===== src/rtl/yout_buffer.sv =====
// Y-bus output FIFO: captures yalu or zero-extended yss (optional 32-bit mask) into DEPTH 64-bit entries; optional per-entry parity when YOUT_PARITY_EN is defined.
// Latency 1: a word loaded into an empty buffer is visible on out_data/out_valid the next cycle; there is no same-cycle bypass.
// Backpressure: the head holds while out_ready=0; a load into a full buffer with no pop is dropped and latches sticky ovf.
module yout_buffer #(
  parameter int DEPTH = 2
) (
  input  logic        clk,
  input  logic        reset,
  input  logic [63:0] yalu,
  input  logic [3:0]  yss,
  input  logic        ysel,
  input  logic        mode32,
  input  logic        load,
  output logic        out_valid,
  input  logic        out_ready,
  output logic [63:0] out_data,
`ifdef YOUT_PARITY_EN
  output logic [7:0]  out_par,
`endif
  output logic        full,
  output logic [2:0]  count,
  output logic        ovf
);

  localparam int AW = (DEPTH > 2) ? 2 : 1;
  localparam logic [AW-1:0] LAST = AW'(DEPTH - 1);

  logic [63:0]   mem [DEPTH];
  logic [AW-1:0] wr_ptr;
  logic [AW-1:0] rd_ptr;
  logic [2:0]    count_q;
  logic          ovf_q;
  logic [63:0]   cap_word;
  logic          pop;
  logic          push;
  logic          drop;

`ifdef YOUT_PARITY_EN
  logic [7:0] par_mem [DEPTH];
  logic [7:0] cap_par;

  // Odd parity per byte of the captured word: bit set when the byte has an even number of ones.
  always_comb begin
    cap_par = 8'h00;
    for (int i = 0; i < 8; i++) begin
      cap_par[i] = ~(^cap_word[8*i +: 8]);
    end
  end

  // Parity travels with its entry so it needs no recomputation on the read side.
  always_ff @(posedge clk) begin
    if (!reset && push) begin
      par_mem[wr_ptr] <= cap_par;
    end
  end

  // Empty buffer presents all-zero data, whose odd parity is 1 in every byte.
  always_comb begin
    out_par = (count_q == 3'd0) ? 8'hFF : par_mem[rd_ptr];
  end
`endif

  // Select the source and apply the 32-bit mode mask to the upper half.
  always_comb begin
    cap_word = ysel ? {60'b0, yss} : yalu;
    if (mode32) begin
      cap_word[63:32] = 32'b0;
    end
  end

  // Handshake: a pop frees a slot in the same cycle, so a full buffer can still accept a load.
  always_comb begin
    pop  = (count_q != 3'd0) && out_ready;
    push = load && ((count_q != 3'(DEPTH)) || pop);
    drop = load && !push;
  end

  // Entry storage; contents need no reset because empty reads are forced to zero.
  always_ff @(posedge clk) begin
    if (!reset && push) begin
      mem[wr_ptr] <= cap_word;
    end
  end

  // Pointers, occupancy and sticky overflow.
  always_ff @(posedge clk) begin
    if (reset) begin
      wr_ptr  <= '0;
      rd_ptr  <= '0;
      count_q <= 3'd0;
      ovf_q   <= 1'b0;
    end else begin
      if (push) begin
        wr_ptr <= (wr_ptr == LAST) ? '0 : wr_ptr + 1'b1;
      end
      if (pop) begin
        rd_ptr <= (rd_ptr == LAST) ? '0 : rd_ptr + 1'b1;
      end
      count_q <= count_q + {2'b0, push} - {2'b0, pop};
      if (drop) begin
        ovf_q <= 1'b1;
      end
    end
  end

  // Outputs depend only on registered state, never on load or the Y inputs.
  always_comb begin
    count     = count_q;
    out_valid = (count_q != 3'd0);
    full      = (count_q == 3'(DEPTH));
    ovf       = ovf_q;
    out_data  = (count_q == 3'd0) ? 64'd0 : mem[rd_ptr];
  end

endmodule


===== config.mk =====
export PLATFORM = sky130hd
export DESIGN_NAME = yout_buffer
export DESIGN_NICKNAME = d
export VERILOG_FILES = /design/src/rtl/yout_buffer.sv
export SDC_FILE = /design/constraint.sdc
export NUM_CORES = 1
export LEC_CHECK = 0
export CORE_ASPECT_RATIO = 2
export CORE_MARGIN = 2
export CORE_UTILIZATION = 50
export CTS_BUF_LIST = sky130_fd_sc_hd__clkbuf_4 sky130_fd_sc_hd__clkbuf_8
export DETAILED_ROUTE_END_ITERATION = 6
export GPL_TIMING_DRIVEN = 1
export PLACE_DENSITY = 0.82
export SLEW_MARGIN = 20
export SYNTH_ARGS = -nofsm -noshare
export SYNTH_HDL_FRONTEND = slang
export SYNTH_SLANG_ARGS = --single-unit

===== constraint.sdc =====
create_clock -name clk -period 8 [get_ports clk]
set_input_delay 1.2 -clock clk [delete_from_list [all_inputs] [get_ports clk]]
set_output_delay 1.2 -clock clk [all_outputs]
set_load 0.1 [all_outputs]

==> results.yml <==
run_status:
  status: "finished clean"
critical_path:
  arrival_ns: 2.97
  crit_path_top_delay_cell: "clkdlybuf4s50_1"
  path_cells: "buf_12, mux2i_1, nor2_1, clkdlybuf4s50_1"
  end_kind: "output port"
  required_ns: 6.80
  crit_fanout: 34
  slowest_delay_ns: 1.17
  crit_type: "register to output port"
  start_kind: "register"
synthesis:
  yosysSeqAreaShare_pct: 71.29
  synth_top_area_cell: "edfxtp_1"
  netlist_instances: 376
  synth-edff-count: 128
  syn_avg_cell_area_um2: 14.86
  synth_cell_type_count: 23
  synth_fp_nets: 452
  syn_area_um2: 5588
  netlist.area_leader.share_pct: 68.79
  yosys-top-cells-area: "edfxtp_1 (69%), mux2i_1 (12%), nor2_1 (4.8%), and2_1 (3.7%), nor2b_1 (3.4%)"
  synth_top_family_by_area: "multiplexers"
  yosys.area_share.simple_pct: 12.52
  async_flop_share_pct: 0
  synth_xor_area_share_pct: 0.3135
  muxShareOfSynthArea_pct: 12.72
  yosysWarnings: 0
  synth-compound-area-share_pct: 0.5150
  synthTopCellsByCount: "edfxtp_1 (128), nor2_1 (72), mux2i_1 (65), and2_1 (33), nor2b_1 (30)"
  synth-seq-cells: 135
  yosys_most_used_dff: "edfxtp_1"
  yosysMostFrequentCell: "edfxtp_1"
  synthAdderAreaFrac_pct: 0.5822
clock_network:
  cts_made_buffers: 17
  root_buffer: "clkbuf_8"
  clock_path_buffers: 2
  cts_resized: 0
  clk_pin_slew_ns: 0.08
  cts_tree: "done"
  post-cts-setup-buffers: 0
  cts_max_level: 4
  clkLatencyLatePin_ns: 0.42
  ctsHoldBuffers: 0
  clock-sinks: 135
grt:
  antenna_found_initial: 0
  grt_max_degree: 65
  grt_pass1_wl_um: 17010
  grt_usage_pct: 18.84
  grt_overflow: 0
  grt_pass1_vias: 3553
final_layout:
  area_growth_pct: 36.43
  diodes: 0
  drive_gt1_share_pct: 9.480
  num-nets-final: 601
die:
  die_w_um: 78.75
  die_h_um: 153.5
  num_rows: 54
  dieArea_um2: 12090
  initial_core_util_pct: 51.37
  ios: 144
  core-area_um2: 10880
timing:
  rsz0062_at_grt: "no"
  setup_slack_ns: 3.830
  tns_ns: 0
  drv_slew: 0
  slew_headroom_pct: 31.55
  final_hold_viol_count: 0
  setup_viol: 0
  post-route-period-util_pct: 52.12
  finalClockSkew_ns: 0.008078
  fmax_ghz: 0.2398
  worstMarginPinSlew_ns: 1.024
  timing.final.crit_period_ns: 4.170
route:
  wire_per_inst_um: 15.87
  vias_per_cell: 5.016
  antenna_left: 0
  drt-initial-drc-count: 120
  vias: 3401
  dr.pass1.iters: 4
  drc: 0
  wl_um: 10760
placement:
  dp.final_hpwl_um: 7262
  globalplace.congestion: 0.7662
  pre_cts_slack_ns: 4.142
  port_buffers: 143
min_path:
  min_path_type: "register to register"
job:
  cap_violations: 0
registers in the layout (all words and copies together), names as in the netlist, named ones only:
signal and cells:
mem 128, count 3, ovf 1, rd_ptr 1, wr_ptr 1
final cells by class:
class | count | area, um^2
sequential | 135 | 3988
fill | 749 | 3254
multi-input combinational | 217 | 1511
timing repair buffer | 151 | 1504
clock buffer | 17 | 234.0
clock inverter | 15 | 200.2
tap | 140 | 175.2
inverter | 3 | 11.26
stage by stage:
stage	cell area (um^2)	instances	util, %	hold WS (ns)
2_1_floorplan	5588	376	-	0.4725
3_3_place_gp	7164	645	65.86	0.4513
3_5_place_dp	7164	645	65.86	0.4695
4_1_cts	7599	677	69.85	0.4893
5_1_grt	7624	678	70.08	0.5292
6_report	7624	678	70.08	0.4839
metal layers:
| layer | vias up | wire (um) | track usage, % |
|---|---|---|---|
| li1 | 1636 | - | - |
| met1 | 1636 | 3803 | 19.45 |
| met2 | 112 | 6098 | 33.74 |
| met5 | - | 0 | 0 |
| met3 | 17 | 605 | 6.162 |
| met4 | 0 | 255 | 8.688 |
layout by cell type, fill, tap and decap left out:
cell type,synthesis,final
clkdlybuf4s50_1,0,143
edfxtp_1,128,128
nor2_1,72,71
mux2i_1,65,65
and2_1,33,33
nor2b_1,30,30
clkbuf_8,0,17
buf_4,3,7
dfxtp_1,7,6
bufinv_16,0,4
inv_6,0,4
clkinvlp_4,0,3
nor3_2,0,2
mux2_1,2,2
mux2_2,2,2
nor3b_2,1,2
inv_1,2,2
xor2_1,2,2
clkinv_2,0,2
inv_2,1,1
nor2_4,0,1
o31ai_2,1,1
a21bo_2,1,1
mux2_4,1,1
nor3_1,3,1
a31oi_1,1,1
fa_1,1,1
ha_1,1,1
dfxtp_4,0,1
clkinv_4,0,1
clkinv_1,0,1
buf_12,0,1
critical path, delay by kind of cell (launching register included):
| family | cells | cell delay (ns) |
|---|---|---|
| buf+inv | 2 | 1.48 |
| flops | 1 | 0.74 |
| mux | 1 | 0.11 |
| simple gates | 1 | 0.18 |
cell families after synthesis:
kind of cell | after synthesis
AND/OR/NAND/NOR | 140
adder cells (fa/ha/maj) | 2
AO/OA/AOI/OAI | 3
multiplexers | 70
XOR/XNOR | 2
flip-flops | 135
buffers and inverters | 24
worst paths after layout:
kind / depth (start not counted) / slack (ns) / from / to
worst max register to register: 8 / 5.87 / count[1]$_SDFF_PP0_ / count[2]$_SDFF_PP0_
worst max-delay path: 4 / 3.83 / register / out_data[41]
worst min-delay path: 2 / 0.48 / ovf$_SDFFE_PP0P_ / ovf$_SDFFE_PP0P_
worst min register to register: 2 / 0.48 / ovf$_SDFFE_PP0P_ / ovf$_SDFFE_PP0P_
Power is not shown: default switching activity piles up to over one toggle a cycle in this logic, so the estimate is an artifact.
